`src/rtl/div_arb_pkg.sv`:
```
// Shared types and constants for the divider-sharing arbiter and its divider.
package div_arb_pkg;

    localparam int unsigned NREQ_DEF   = 4;
    localparam int unsigned WIDTH_DEF  = 14;
    localparam int unsigned FBITS_DEF  = 7;
    localparam int unsigned BWIDTH_DEF = 12;

    typedef enum logic [1:0] {
        ST_IDLE,
        ST_START,
        ST_WAIT,
        ST_RESP
    } arb_state_e;

    typedef enum logic [2:0] {
        DV_IDLE,
        DV_FAST,
        DV_PREP,
        DV_ITER,
        DV_ROUND,
        DV_SIGN
    } div_state_e;

    // Cycles from the divider start pulse to its done pulse (normal path).
    function automatic int unsigned div_latency(input int unsigned width, input int unsigned fbits);
        return width + fbits + 4;
    endfunction

    localparam int unsigned DIV_LATENCY = div_latency(WIDTH_DEF, FBITS_DEF);

    function automatic int unsigned owner_w(input int unsigned n);
        return (n < 2) ? 1 : $clog2(n);
    endfunction

endpackage

```
`src/rtl/div_share_arb_div.sv`:
```
// Sequential fixed-point divider: signed Q dividend / signed integer divisor,
// restoring division with round-half-up in magnitude, start/busy/done handshake.
module div
    import div_arb_pkg::*;
#(
    parameter int unsigned WIDTH  = WIDTH_DEF,
    parameter int unsigned FBITS  = FBITS_DEF,
    parameter int unsigned BWIDTH = BWIDTH_DEF
) (
    input  logic              clk,
    input  logic              rst,
    input  logic              start,
    input  logic [WIDTH-1:0]  a,
    input  logic [BWIDTH-1:0] b,
    output logic              busy,
    output logic              done,
    output logic [WIDTH-1:0]  val
);

    localparam int unsigned ITER = WIDTH + FBITS;
    localparam int unsigned CW   = $clog2(ITER + 1);

    div_state_e         st_q, st_d;
    logic [WIDTH-1:0]   a_cap_q, a_cap_d;
    logic [BWIDTH-1:0]  b_cap_q, b_cap_d;
    logic [ITER-1:0]    num_q, num_d;
    logic [BWIDTH-1:0]  rem_q, rem_d;
    logic [BWIDTH-1:0]  bmag_q, bmag_d;
    logic [CW-1:0]      cnt_q, cnt_d;
    logic [WIDTH-1:0]   qmag_q, qmag_d;
    logic [WIDTH-1:0]   val_q, val_d;
    logic               done_q, done_d;

    logic [WIDTH-1:0]   amag;
    logic [BWIDTH-1:0]  bmag_c;
    logic [BWIDTH:0]    rem_sh;
    logic [BWIDTH:0]    diff;
    logic [ITER:0]      rnd;
    logic               fast;

    always_comb begin
        st_d    = st_q;
        a_cap_d = a_cap_q;
        b_cap_d = b_cap_q;
        num_d   = num_q;
        rem_d   = rem_q;
        bmag_d  = bmag_q;
        cnt_d   = cnt_q;
        qmag_d  = qmag_q;
        val_d   = val_q;
        done_d  = 1'b0;

        amag   = a_cap_q[WIDTH-1] ? (~a_cap_q + 1'b1) : a_cap_q;
        bmag_c = b_cap_q[BWIDTH-1] ? (~b_cap_q + 1'b1) : b_cap_q;
        rem_sh = {rem_q, num_q[ITER-1]};
        diff   = rem_sh - {1'b0, bmag_q};
        rnd    = {1'b0, num_q} + (ITER+1)'(1 << (FBITS - 1));
        fast   = (b == '0) || (a == {1'b1, {(WIDTH-1){1'b0}}})
              || (b == {1'b1, {(BWIDTH-1){1'b0}}});

        case (st_q)
            DV_IDLE: begin
                if (start) begin
                    a_cap_d = a;
                    b_cap_d = b;
                    st_d    = fast ? DV_FAST : DV_PREP;
                end
            end
            DV_FAST: begin
                val_d  = '1;
                done_d = 1'b1;
                st_d   = DV_IDLE;
            end
            DV_PREP: begin
                num_d  = {amag, {FBITS{1'b0}}};
                bmag_d = bmag_c;
                rem_d  = '0;
                cnt_d  = CW'(ITER);
                st_d   = DV_ITER;
            end
            DV_ITER: begin
                if (rem_sh >= {1'b0, bmag_q}) begin
                    rem_d = diff[BWIDTH-1:0];
                    num_d = {num_q[ITER-2:0], 1'b1};
                end else begin
                    rem_d = rem_sh[BWIDTH-1:0];
                    num_d = {num_q[ITER-2:0], 1'b0};
                end
                cnt_d = cnt_q - 1'b1;
                if (cnt_q == CW'(1)) begin
                    st_d = DV_ROUND;
                end
            end
            DV_ROUND: begin
                qmag_d = rnd[FBITS +: WIDTH];
                st_d   = DV_SIGN;
            end
            DV_SIGN: begin
                // Dividend sign comes straight from the port here, so the
                // caller must hold its operand until done.
                val_d  = (a[WIDTH-1] ^ b_cap_q[BWIDTH-1]) ? (~qmag_q + 1'b1) : qmag_q;
                done_d = 1'b1;
                st_d   = DV_IDLE;
            end
            default: st_d = DV_IDLE;
        endcase
    end

    always_ff @(posedge clk or posedge rst) begin
        if (rst) begin
            st_q    <= DV_IDLE;
            a_cap_q <= '0;
            b_cap_q <= '0;
            num_q   <= '0;
            rem_q   <= '0;
            bmag_q  <= '0;
            cnt_q   <= '0;
            qmag_q  <= '0;
            val_q   <= '0;
            done_q  <= 1'b0;
        end else begin
            st_q    <= st_d;
            a_cap_q <= a_cap_d;
            b_cap_q <= b_cap_d;
            num_q   <= num_d;
            rem_q   <= rem_d;
            bmag_q  <= bmag_d;
            cnt_q   <= cnt_d;
            qmag_q  <= qmag_d;
            val_q   <= val_d;
            done_q  <= done_d;
        end
    end

    assign busy = (st_q == DV_PREP) || (st_q == DV_ITER)
               || (st_q == DV_ROUND) || (st_q == DV_SIGN);
    assign done = done_q;
    assign val  = val_q;

endmodule

```
`src/rtl/div_share_arb.sv`:
```
// Shares one sequential divider among NREQ requesters (round-robin grant).
// Define DIV_ARB_FIXED_PRIO_EN for fixed lowest-index-wins priority instead.
module div_share_arb
    import div_arb_pkg::*;
#(
    parameter int unsigned NREQ   = NREQ_DEF,
    parameter int unsigned WIDTH  = WIDTH_DEF,
    parameter int unsigned FBITS  = FBITS_DEF,
    parameter int unsigned BWIDTH = BWIDTH_DEF
) (
    input  logic                     clk,
    input  logic                     rst,
    input  logic [NREQ-1:0]          req_valid,
    output logic [NREQ-1:0]          req_ready,
    input  logic [NREQ*WIDTH-1:0]    req_a,
    input  logic [NREQ*BWIDTH-1:0]   req_b,
    output logic [NREQ-1:0]          resp_valid,
    output logic [WIDTH-1:0]         resp_val,
    output logic                     resp_err,
    output logic                     arb_busy
);

    localparam int unsigned OW = owner_w(NREQ);

    arb_state_e         st_q, st_d;
    logic [OW-1:0]      owner_q, owner_d;
    logic [WIDTH-1:0]   a_q, a_d;
    logic [BWIDTH-1:0]  b_q, b_d;
    logic [NREQ-1:0]    resp_valid_q, resp_valid_d;
    logic [WIDTH-1:0]   resp_val_q, resp_val_d;
    logic               resp_err_q, resp_err_d;
    logic               arb_busy_q, arb_busy_d;
    logic               busy_seen_q, busy_seen_d;

    logic               grant_ok;
    logic [OW-1:0]      grant_idx;
    logic [WIDTH-1:0]   sel_a;
    logic [BWIDTH-1:0]  sel_b;

    logic               div_start;
    logic               div_busy;
    logic               div_done;
    logic [WIDTH-1:0]   div_val;

`ifndef DIV_ARB_FIXED_PRIO_EN
    logic [OW-1:0]      ptr_q, ptr_d;
    logic [OW:0]        cand;
    logic [OW:0]        ptr_inc;
`endif

    always_comb begin
        grant_ok  = 1'b0;
        grant_idx = '0;
`ifdef DIV_ARB_FIXED_PRIO_EN
        for (int unsigned k = 0; k < NREQ; k++) begin
            if (!grant_ok && req_valid[k]) begin
                grant_ok  = 1'b1;
                grant_idx = OW'(k);
            end
        end
`else
        cand = '0;
        // Search from the pointer upward, wrapping at NREQ (need not be 2^n).
        for (int unsigned k = 0; k < NREQ; k++) begin
            cand = {1'b0, ptr_q} + (OW+1)'(k);
            if (cand >= (OW+1)'(NREQ)) begin
                cand = cand - (OW+1)'(NREQ);
            end
            if (!grant_ok && req_valid[cand[OW-1:0]]) begin
                grant_ok  = 1'b1;
                grant_idx = cand[OW-1:0];
            end
        end
`endif
    end

    always_comb begin
        sel_a = '0;
        sel_b = '0;
        for (int unsigned k = 0; k < NREQ; k++) begin
            if (grant_idx == OW'(k)) begin
                sel_a = req_a[k*WIDTH +: WIDTH];
                sel_b = req_b[k*BWIDTH +: BWIDTH];
            end
        end
    end

    always_comb begin
        st_d         = st_q;
        owner_d      = owner_q;
        a_d          = a_q;
        b_d          = b_q;
        resp_valid_d = '0;
        resp_val_d   = resp_val_q;
        resp_err_d   = resp_err_q;
        arb_busy_d   = arb_busy_q;
        busy_seen_d  = busy_seen_q;
        req_ready    = '0;
`ifndef DIV_ARB_FIXED_PRIO_EN
        ptr_d   = ptr_q;
        ptr_inc = {1'b0, grant_idx} + (OW+1)'(1);
`endif

        case (st_q)
            ST_IDLE: begin
                if (grant_ok && !rst) begin
                    req_ready[grant_idx] = 1'b1;
                    a_d        = sel_a;
                    b_d        = sel_b;
                    owner_d    = grant_idx;
                    arb_busy_d = 1'b1;
                    st_d       = ST_START;
`ifndef DIV_ARB_FIXED_PRIO_EN
                    ptr_d = (ptr_inc >= (OW+1)'(NREQ)) ? '0 : ptr_inc[OW-1:0];
`endif
                end
            end
            ST_START: begin
                busy_seen_d = 1'b0;
                st_d        = ST_WAIT;
            end
            ST_WAIT: begin
                if (div_busy) begin
                    busy_seen_d = 1'b1;
                end
                // The divider's fast path never raises busy; that marks an error.
                if (div_done) begin
                    resp_val_d             = div_val;
                    resp_err_d             = ~busy_seen_q;
                    resp_valid_d[owner_q]  = 1'b1;
                    arb_busy_d             = 1'b0;
                    st_d                   = ST_RESP;
                end
            end
            ST_RESP: begin
                st_d = ST_IDLE;
            end
            default: st_d = ST_IDLE;
        endcase
    end

    always_ff @(posedge clk or posedge rst) begin
        if (rst) begin
            st_q         <= ST_IDLE;
            owner_q      <= '0;
            a_q          <= '0;
            b_q          <= '0;
            resp_valid_q <= '0;
            resp_val_q   <= '0;
            resp_err_q   <= 1'b0;
            arb_busy_q   <= 1'b0;
            busy_seen_q  <= 1'b0;
`ifndef DIV_ARB_FIXED_PRIO_EN
            ptr_q        <= '0;
`endif
        end else begin
            st_q         <= st_d;
            owner_q      <= owner_d;
            a_q          <= a_d;
            b_q          <= b_d;
            resp_valid_q <= resp_valid_d;
            resp_val_q   <= resp_val_d;
            resp_err_q   <= resp_err_d;
            arb_busy_q   <= arb_busy_d;
            busy_seen_q  <= busy_seen_d;
`ifndef DIV_ARB_FIXED_PRIO_EN
            ptr_q        <= ptr_d;
`endif
        end
    end

    assign div_start = (st_q == ST_START);

    div #(
        .WIDTH  (WIDTH),
        .FBITS  (FBITS),
        .BWIDTH (BWIDTH)
    ) u_div (
        .clk   (clk),
        .rst   (rst),
        .start (div_start),
        .a     (a_q),
        .b     (b_q),
        .busy  (div_busy),
        .done  (div_done),
        .val   (div_val)
    );

    assign resp_valid = resp_valid_q;
    assign resp_val   = resp_val_q;
    assign resp_err   = resp_err_q;
    assign arb_busy   = arb_busy_q;

endmodule

```
`config.mk`:
```
export PLATFORM = sky130hd
export DESIGN_NAME = div_share_arb
export DESIGN_NICKNAME = d
export VERILOG_FILES = /design/src/rtl/div_arb_pkg.sv /design/src/rtl/div_share_arb_div.sv /design/src/rtl/div_share_arb.sv
export SDC_FILE = /design/constraint.sdc
export NUM_CORES = 1
export LEC_CHECK = 0
export BUFFER_PORTS_ARGS = -buffer_cell sky130_fd_sc_hd__clkbuf_2
export CAP_MARGIN = 20
export CORE_MARGIN = 2
export CORE_UTILIZATION = 30
export CTS_BUF_LIST = sky130_fd_sc_hd__clkbuf_4
export DETAILED_ROUTE_END_ITERATION = 10
export SLEW_MARGIN = 0
export SYNTH_ARGS = -nofsm -noshare
export SYNTH_HDL_FRONTEND = slang
export SYNTH_SLANG_ARGS = --single-unit
```
`constraint.sdc`:
```
create_clock -name clk -period 5.7 [get_ports clk]
set_input_delay 0.855 -clock clk [delete_from_list [all_inputs] [get_ports clk]]
set_output_delay 0.855 -clock clk [all_outputs]
set_load 0.005 [all_outputs]
```
# --- Yosys cells after proc, flatten, opt, wreduce, memory -nomap -nowiden ---
# Cells that the tools add are included.
word_totals:
  wordCells: 162
  reg_bits: 161
  inputBits: 110
  out_inout_bits: 24
op_classes:
  add_sub_neg: 14
  n_mux: 59
  reduce_logical: 31
  n_eq_ne: 19
  bitwise: 5
  magnitude_cmp: 14
op_table:
  columns: ["operator", "count"]
  rows:
  - ["two-way mux 14 bit", 6]
  - ["two-way mux 12 bit", 6]
  - ["case mux 21 bit (2 select lines)", 1]
  - ["adder 14 x 1 -> 14 bit, second input constant", 2]
  - ["inverter 14 bit", 2]
  - ["case mux 14 bit (2 select lines)", 1]
  - ["two-way mux 2 bit", 12]
  - ["case mux 12 bit (2 select lines)", 1]
  - ["adder 21 x 7 -> 21 bit, second input constant", 1]
  - ["less-than comparator 2 x 3 -> 1 bit, second input constant", 6]
  - ["two-way mux 4 bit", 4]
  - ["two-way mux 1 bit", 15]
  - ["== test 14 bit, second input constant", 1]
  - [">= comparator 13 x 12 -> 1 bit", 1]
  - ["adder 12 x 1 -> 12 bit, second input constant", 1]
  - ["== test 12 bit, second input constant", 1]
  - [">= comparator 3 bit, second input constant", 4]
  - ["zero test 12 bit", 1]
  - ["inverter 12 bit", 1]
  - ["case mux 3 bit (4 select lines)", 1]
  - ["AND reduction 2 bit", 6]
  - ["subtractor 12 bit", 1]
  - ["case mux 5 bit (2 select lines)", 1]
  - ["binary-select mux 1 bit (select 2 bit)", 4]
  - ["28 further kinds", 62]

# --- Logic depth before layout (Yosys ltp) ---
# Gate-level depths: netlist of run 1.
logic_depth:
  ltp_word: 20
  ltp_mapped: 14
  ltp_nobuf: 13

# --- Modules after synthesis ---
# From an unflattened synthesis of run 1, not the netlist that was laid out.
unflattened:
  hier_cells: 968
  hier_area_um2: 9068.7
modules_own_cells:
  columns: ["mod", "seq_area_each_um2", "cells_each", "area_per_inst_um2", "instances"]
  rows:
  - ["div", 2702.6, 622, 5866.9, 1]
  - ["div_share_arb", 1326.3, 346, 3201.8, 1]

# --- Worst setup path before layout of run 1 ---
# No wires, ideal clock.
synth_timing:
  kind: "input to output"
  from: "input port req_valid[0]"
  to: "output port req_ready[1]"
  path_buffers: 2
  path_stages: 10
  path_slack_ns: 2.292
  required_time_ns: 4.845
  arrival_ns: 2.553
  cell_sequence: "inv_1 nor2_1 a21oi_1 nor2_1 a221oi_1 nor2b_1 ha_1 clkbuf_1 buf_1 and3_1"
synth_via:
  elab_chain_len: 18
  elab_cells_between_ends: 30
  cone_classes: "order compare (2); mux (20); reduce/logical (8)"
synth_rtl:
  columns: ["item", "line_no", "text"]
  rows:
  - ["start, declared", "div_share_arb.sv:13", "input logic [NREQ-1:0] req_valid,"]
  - ["binary-select mux 1 bit (select 2 bit)", "div_share_arb.sv:69", "if (!grant_ok && req_valid[cand[OW-1:0]]) begin"]
  - ["two-way mux 1 bit (not written as such)", "div_share_arb.sv:69", null]
  - ["two-way mux 1 bit", "div_share_arb.sv:69", null]
  - ["zero test 1 bit", "div_share_arb.sv:69", null]
  - ["logical AND 1 bit", "div_share_arb.sv:69", null]
  - ["two-way mux 1 bit", "div_share_arb.sv:69", null]
  - ["zero test 1 bit", "div_share_arb.sv:69", null]
  - ["logical AND 1 bit", "div_share_arb.sv:69", null]
  - ["[3 not listed]", null, null]
  - ["two-way mux 2 bit *", "div_share_arb.sv:69", null]
  - ["named net grant_idx[0]", "div_share_arb.sv:36", "logic [OW-1:0] grant_idx;"]
  - ["less-than comparator 2 x 3 -> 1 bit (not written as such) or >= comparator 2 x 1 -> 1 bit (tied branches)", "div_share_arb.sv:107", "req_ready[grant_idx] = 1'b1;"]
  - ["logical AND 1 bit (not written as such)", "div_share_arb.sv:107", null]
  - ["two-way mux 1 bit (not written as such)", "div_share_arb.sv:107", null]
  - ["demux 1 bit (select 2 bit) *", "div_share_arb.sv:107", null]
  - ["two-way mux 4 bit *", "div_share_arb.sv:106", "if (grant_ok && !rst) begin"]
  - ["two-way mux 4 bit *", "div_share_arb.sv:104", "case (st_q)"]
  - ["end, declared", "div_share_arb.sv:14", "output logic [NREQ-1:0] req_ready,"]
# Mark *: on every way through the listed nets, which the timed path passes. The rest lies on a longest branch. The select of a mux whose other input is x is not followed.

# --- Worst setup path in the final report of run 1 ---
layout_timing:
  from: "register ptr_q[0]"
  to: "output port req_ready[1]"
layout_via:
  elab_chain_len: 20
  elab_cells_between_ends: 45
  cone_classes: "add/sub (7); order compare (6); mux (24); reduce/logical (8)"
layout_rtl:
  columns: ["item", "line_no", "text"]
  rows:
  - ["start, declared", "div_share_arb.sv:46", "logic [OW-1:0] ptr_q, ptr_d;"]
  - ["start signal, assigned", "div_share_arb.sv:167", "ptr_q <= ptr_d;"]
  - ["parallel branches: the longest is 13 deep, another holds adder 2 x 1 -> 3 bit", null, null]
  - ["two-way mux 2 bit *", "div_share_arb.sv:69", null]
  - ["named net grant_idx[0]", "div_share_arb.sv:36", null]
  - ["less-than comparator 2 x 3 -> 1 bit (not written as such) or >= comparator 2 x 1 -> 1 bit (tied branches)", "div_share_arb.sv:107", null]
  - ["logical AND 1 bit (not written as such)", "div_share_arb.sv:107", null]
  - ["two-way mux 1 bit (not written as such)", "div_share_arb.sv:107", null]
  - ["demux 1 bit (select 2 bit) *", "div_share_arb.sv:107", null]
  - ["two-way mux 4 bit *", "div_share_arb.sv:106", null]
  - ["two-way mux 4 bit *", "div_share_arb.sv:104", null]
# Mark *: on every way through the listed nets, which the timed path passes. The select of a mux whose other input is x is not followed.

==> results of run 1 <==
-- worst register-to-register path: stages (launching register included) --
cell and delay, ns:
dfrtp_1 0.45, nor2_1 0.09, a21oi_1 0.14, nor2_1 0.05, a221oi_1 0.45, nor2b_1 0.26
ha_1 0.81, nor2b_1 0.10, buf_4 0.25, a221oi_1 0.28, nor3_1 0.08, a21oi_1 0.15
o21ai_0 0.08
-- power by group --
group | internal (mW) | switching (mW)
Clock | 0.232 | 0.445
Sequential | 1.61 | 0.464
Combinational | 1.21 | 1.48
Total | 3.06 | 2.39
-- cells in the final DEF (no fill, tap or decap), drive strengths merged, types with 3 or more instances in the layout --
cell type,Yosys,final
nor3b,5,5
nor4,9,9
or4,6,6
o22ai,3,3
and3,6,6
inv,35,41
a21o,3,3
a31oi,11,11
xor2,30,30
a221oi,26,26
mux2,39,39
nand3,19,19
o211ai,13,13
or2,3,3
ha,26,26
nor3,34,34
or3,5,5
dfrtp,161,161
nor2,67,67
mux2i,7,7
nand4,6,6
nor2b,34,34
xnor2,22,22
clkinv,0,6
clkbuf,48,150
buf,9,14
nand2b,4,4
o22a,9,9
and2,3,3
a21oi,68,68
o31ai,8,8
nand3b,3,3
o21ai,76,76
nand2,115,115
o41ai,4,4
-- worst paths after layout --
kind	start	end	slack [ns]	cells after the start
max	ptr_q[0]	req_ready[1]	1.61	8
min in group clk	u_div.num_q[4]	u_div.num_q[4]	0.49	2
max reg2reg	ptr_q[0]	a_q[13]	2.36	12
min reg2reg	u_div.num_q[4]	u_div.num_q[4]	0.49	2
max in group asynchronous	rst	resp_val[7]	4.17	3
min	rst	owner_q[1]	0.33	2
-- area by class of cell --
class                      instances  share of cell area
timing repair buffer             147             0.07637
antenna                            1           0.0002480
inverter                          35             0.01351
clock inverter                    14             0.01525
tap                              384             0.04761
sequential                       161              0.3992
multi-input combinational        691              0.4352
clock buffer                      17             0.01265
-- synthesized netlist by cell type (all sizes together) (22+ instances only) --
cell type  number  area, µm²
dfrtp         161       4029
inv            35      131.4
nor3           34      170.2
nor2           67      251.5
xnor2          22      192.7
a21oi          68      340.3
mux2           39      439.2
nand2         115      431.7
o21ai          76      384.1
xor2           30      262.8
clkbuf         48      180.2
nor2b          34      212.7
ha             26      325.3
a221oi         26      227.7
-- flip-flops by register name (all words and copies together), names as in the netlist, 5 cells and up --
signal,flops
resp_val,14
b_q,12
u_div.num_q,21
u_div.b_cap_q,12
u_div.val,14
u_div.rem_q,12
u_div.bmag_q,12
u_div.cnt_q,5
a_q,14
u_div.qmag_q,14
u_div.a_cap_q,14
-- layer usage --
| metal | vias to the layer above | wire (µm) | GRT usage | part of all wire |
|---|---|---|---|---|
| met5 | - | 0 | 0 | 0 |
| met1 | 3313 | 9016 | 0.1757 | 0.46 |
| li1 | 3591 | - | - | - |
| met4 | 0 | 383 | 0.04479 | 0.019 |
| met3 | 34 | 873 | 0.02567 | 0.044 |
| met2 | 199 | 9483 | 0.2232 | 0.48 |
-- cells by family after synthesis --
logic type,after synthesis,share of synthesized area
AO/OA/AOI/OAI,243,0.1745
XOR/XNOR,52,0.05201
adder cells (fa/ha/maj),27,0.03943
buffers and inverters,92,0.04001
flip-flops,161,0.4601
multiplexers,46,0.05815
AND/OR/NAND/NOR,323,0.1759
-- per-stage QoR --
stage	power [mW]	cell area, µm²	hold slack [ns]	cells	setup WS (ns)
3_5_place_dp	4.821	9808	0.4632	1418	1.729
5_1_grt	6.006	10090	0.3424	1450	1.316
2_1_floorplan	4.135	8757	0.4384	944	0.4967
3_3_place_gp	4.755	9808	0.4507	1418	1.788
4_1_cts	5.514	10090	0.3283	1449	1.630
6_report	5.448	10090	0.3312	1450	1.611
==> flow_summary.ini, run 1 <==
[detailed_routing]
drc = 0
wire_per_inst_um = 13.63
ant_nets = 0
wl_um = 19760
viasPerCell = 4.922
drt_iter0_markers = 358
num_vias = 7137
dr.pass1.iters = 5

[critical_path]
end_kind = output port
cp.required_ns = 4.85
slowest_stage = ha_1
critPathLaunchType = register
path_max_fanout = 29
crit_buf_inv = 1
arrival_ns = 3.23
critical-path-max-stage-delay_ns = 0.81
path_cells = nor2_1, a21oi_1, nor2_1, a221oi_1, nor2b_1, ha_1, and3_1, clkbuf_2
crit_top_cell = nor2_1
critPathTopFamily = adder cells
critPathKind = reg2out

[final_layout]
finalCoreUtilization = 0.3516
multiInputGateArea_um2 = 4392
nFillCells = 3024
final_layout_size_suffix_gt1_frac = 0.2169
regArea_um2 = 4029
nets = 1190
area_growth_syn_to_layout_pct = 15.25

[sta]
slew_violations = 0
rsz0062_at_grt = no
max_clock_freq_mhz = 244.5
setup_viol = 0
setup_tns_ns = 0
max_slew.worst_pin.slew_ns = 0.9441
slew_headroom = 0.3706
hold_viol = 0
finalClockSkew_ns = 0.02310
finalCritPeriodShare = 0.7174
min_period_ns = 4.089

[grt]
grt_pass1_wl_um = 34040
antenna_found_initial = 1
grt_start_max_net_pins = 65
grt.total_usage = 0.1342
grt_pass1_vias = 6985
overflow = 0

[yosys]
syn_avg_cell_area_um2 = 9.277
netlist_area_um2 = 8757
synth-edff-count = 0
synth-seq-cells = 161
synth_nets = 1081
async_reset_ff_frac = 1.000
yosysSeqAreaShare = 0.4601
ys_types = 60
ys_warn_count = 0
synthCells = 944
synthFlopType = dfrtp_1

[clocking]
numCtsBuffers = 17
postCtsSetupBuffers = 0
h-tree-depth = 4
cts_root_buf = clkbuf_4
postCtsHoldBufs = 0
clk_latency_ns = 0.58
clk_pin_slew_worst_paths_ns = 0.15
cts_resized = 0
cts_tree = yes
clockBufferDepth = 2
clock-sinks = 161

[status]
status = completed

[power]
cellLeakagePower_nw = 4.438
power_density_nw_per_um2 = 539.8
ir_drop_v = 0.0002846

[floorplan]
core_um2 = 28700
io_pins = 134
rows = 62
fp.dieH_um = 174.9
start_util = 0.3051
die-area_um2 = 30570
fp.dieW_um = 174.9

[placement]
gp_congestion = 0.9063
dp_hpwl_um = 14590
port_buffers = 133

[flow_run]
cap_violations = 0

[min_path]
hold_class = in2async
Power figures use the tool's default switching activity.
==> run 2, diff against run 1 <==
==> constraint.sdc (replaced) <==
create_clock -name clk -period 3.5 [get_ports clk]
set_input_delay 0.525 -clock clk [delete_from_list [all_inputs] [get_ports clk]]
set_output_delay 0.525 -clock clk [all_outputs]
set_load 0.005 [all_outputs]
==> flow_summary.ini, run 2 (synthesis results as in run 1) <==
[grt]
grt_pass1_vias = 6946
antenna_found_initial = 1
grt_pass1_wl_um = 33980
grt.total_usage = 0.1343
grt_start_max_net_pins = 71
overflow = 0

[floorplan]
fp.dieH_um = 174.9
io_pins = 134
rows = 62
fp.dieW_um = 174.9
die-area_um2 = 30570
core_um2 = 28700
start_util = 0.3051

[clocking]
cts_tree = yes
cts_root_buf = clkbuf_4
clock-sinks = 161
h-tree-depth = 4
clk_pin_slew_worst_paths_ns = 0.14
numCtsBuffers = 17
postCtsSetupBuffers = 0
clockBufferDepth = 2
clk_latency_ns = 0.60

[min_path]
worstHoldStart = req_b[38]
hold_class = in2reg

[sta]
setup_tns_ns = 0
max_clock_freq_mhz = 315.5
min_period_ns = 3.170
slew_headroom = 0.4363
max_slew.worst_pin.slew_ns = 0.8456
finalClockSkew_ns = 0.02719
setup_viol = 0
hold_viol = 0
rsz0062_at_grt = no
finalCritPeriodShare = 0.9056
slew_violations = 0

[final_layout]
area_growth_syn_to_layout_pct = 15.45
largest_register_ff_count = 21
nets = 1195
final_layout_size_suffix_gt1_frac = 0.2194
multiInputGateArea_um2 = 4395
final_cell_mix = 161 x dfrtp_1, 133 x clkbuf_2, 115 x nand2_1
nFillCells = 3043
final_common_cell = dfrtp_1
fin_area_um2 = 10110
regArea_um2 = 4029
largest_register = u_div.num_q

[critical_path]
r2r-start = ptr_q[0]
path_max_fanout = 28
critPathLaunchType = register
arrival_ns = 2.64
end_kind = output port
cp-startpoint = ptr_q[0]
critPathKind = reg2out
cp.required_ns = 2.97

[detailed_routing]
dr_wl_met3_um = 802
dr.pass1.iters = 5
met2_length_um = 9626
wire_per_inst_um = 13.63
top_layer_used = met4
drc = 0
num_vias = 7050
ant_nets = 0
wl_um = 19840
viasPerCell = 4.842
drt_iter0_markers = 361
wl_met1_um = 9184

[power]
power_density_nw_per_um2 = 874.9
ir_drop_v = 0.0007955
cellLeakagePower_nw = 4.448

[status]
status = completed

[placement]
port_buffers = 133
dp_hpwl_um = 14750
gp_congestion = 0.8367
place_area_um2 = 9834

[flow_run]
cap_violations = 0
==> run 2: what timing repair did <==
item	CTS	global route
setup endpoints to repair	0	1
endpoints found under the hold margin	10	0
hold buffers	1	0
resized for setup	0	1
==> run 2: worst paths after layout <==
path,slack (ns),depth (start not counted),to
worst min-delay path,0.21,3,b_q[2]
worst max-delay path,0.33,9,req_ready[1]
min in group asynchronous,0.43,3,resp_valid[2]
worst max register to register,0.81,12,a_q[2]
max in group asynchronous,1.96,4,u_div.bmag_q[3]
worst min register to register,0.48,1,resp_err
==> run 2: worst max-delay path, stage by stage, from the launching register on <==
cell      delay [ns]
dfrtp_1         0.47
nor2_1          0.09
a21oi_1         0.13
nor2_1          0.07
a221oi_2        0.30
nor2b_1         0.23
ha_1            0.19
buf_4           0.28
and3_1          0.20
clkbuf_2        0.11
==> run 2: final cells by class <==
cell class | count | share of cell area
clock buffer | 17 | 0.01262
sequential | 161 | 0.3985
clock inverter | 15 | 0.01275
tap | 384 | 0.04752
inverter | 35 | 0.01337
timing repair buffer | 152 | 0.08020
antenna | 1 | 0.0002475
multi-input combinational | 691 | 0.4348
==> run 2: power breakdown <==
group | switching (mW) | total (mW) | internal [mW]
registers | 0.763 | 3.39 | 2.63
clock network | 0.726 | 1.03 | 0.300
logic | 2.44 | 4.43 | 1.99
total | 3.93 | 8.85 | 4.92
==> run 2: per-layer routing <==
metal  up-vias  track usage
li1       3595            -
met1      3260       0.1750
met2       175       0.2286
met3        20      0.02241
met4         0      0.04097
met5         -            0
==> run 2: per-stage QoR <==
| stage | utilization | instances | setup slack, ns | total power [mW] | hold WS [ns] |
|---|---|---|---|---|---|
| 6_report | 0.3522 | 1456 | 0.3304 | 8.845 | 0.2086 |
| 5_1_grt | 0.3522 | 1456 | 0.02926 | 9.768 | 0.2006 |
| 4_1_cts | 0.3519 | 1455 | 0.2203 | 8.942 | 0.1756 |
| 3_5_place_dp | 0.3426 | 1422 | 0.4877 | 7.890 | 0.4584 |
| 3_3_place_gp | 0.3426 | 1422 | 0.5882 | 7.767 | 0.4540 |
| 2_1_floorplan | - | 944 | 0.7523 | 6.735 | 0.4384 |
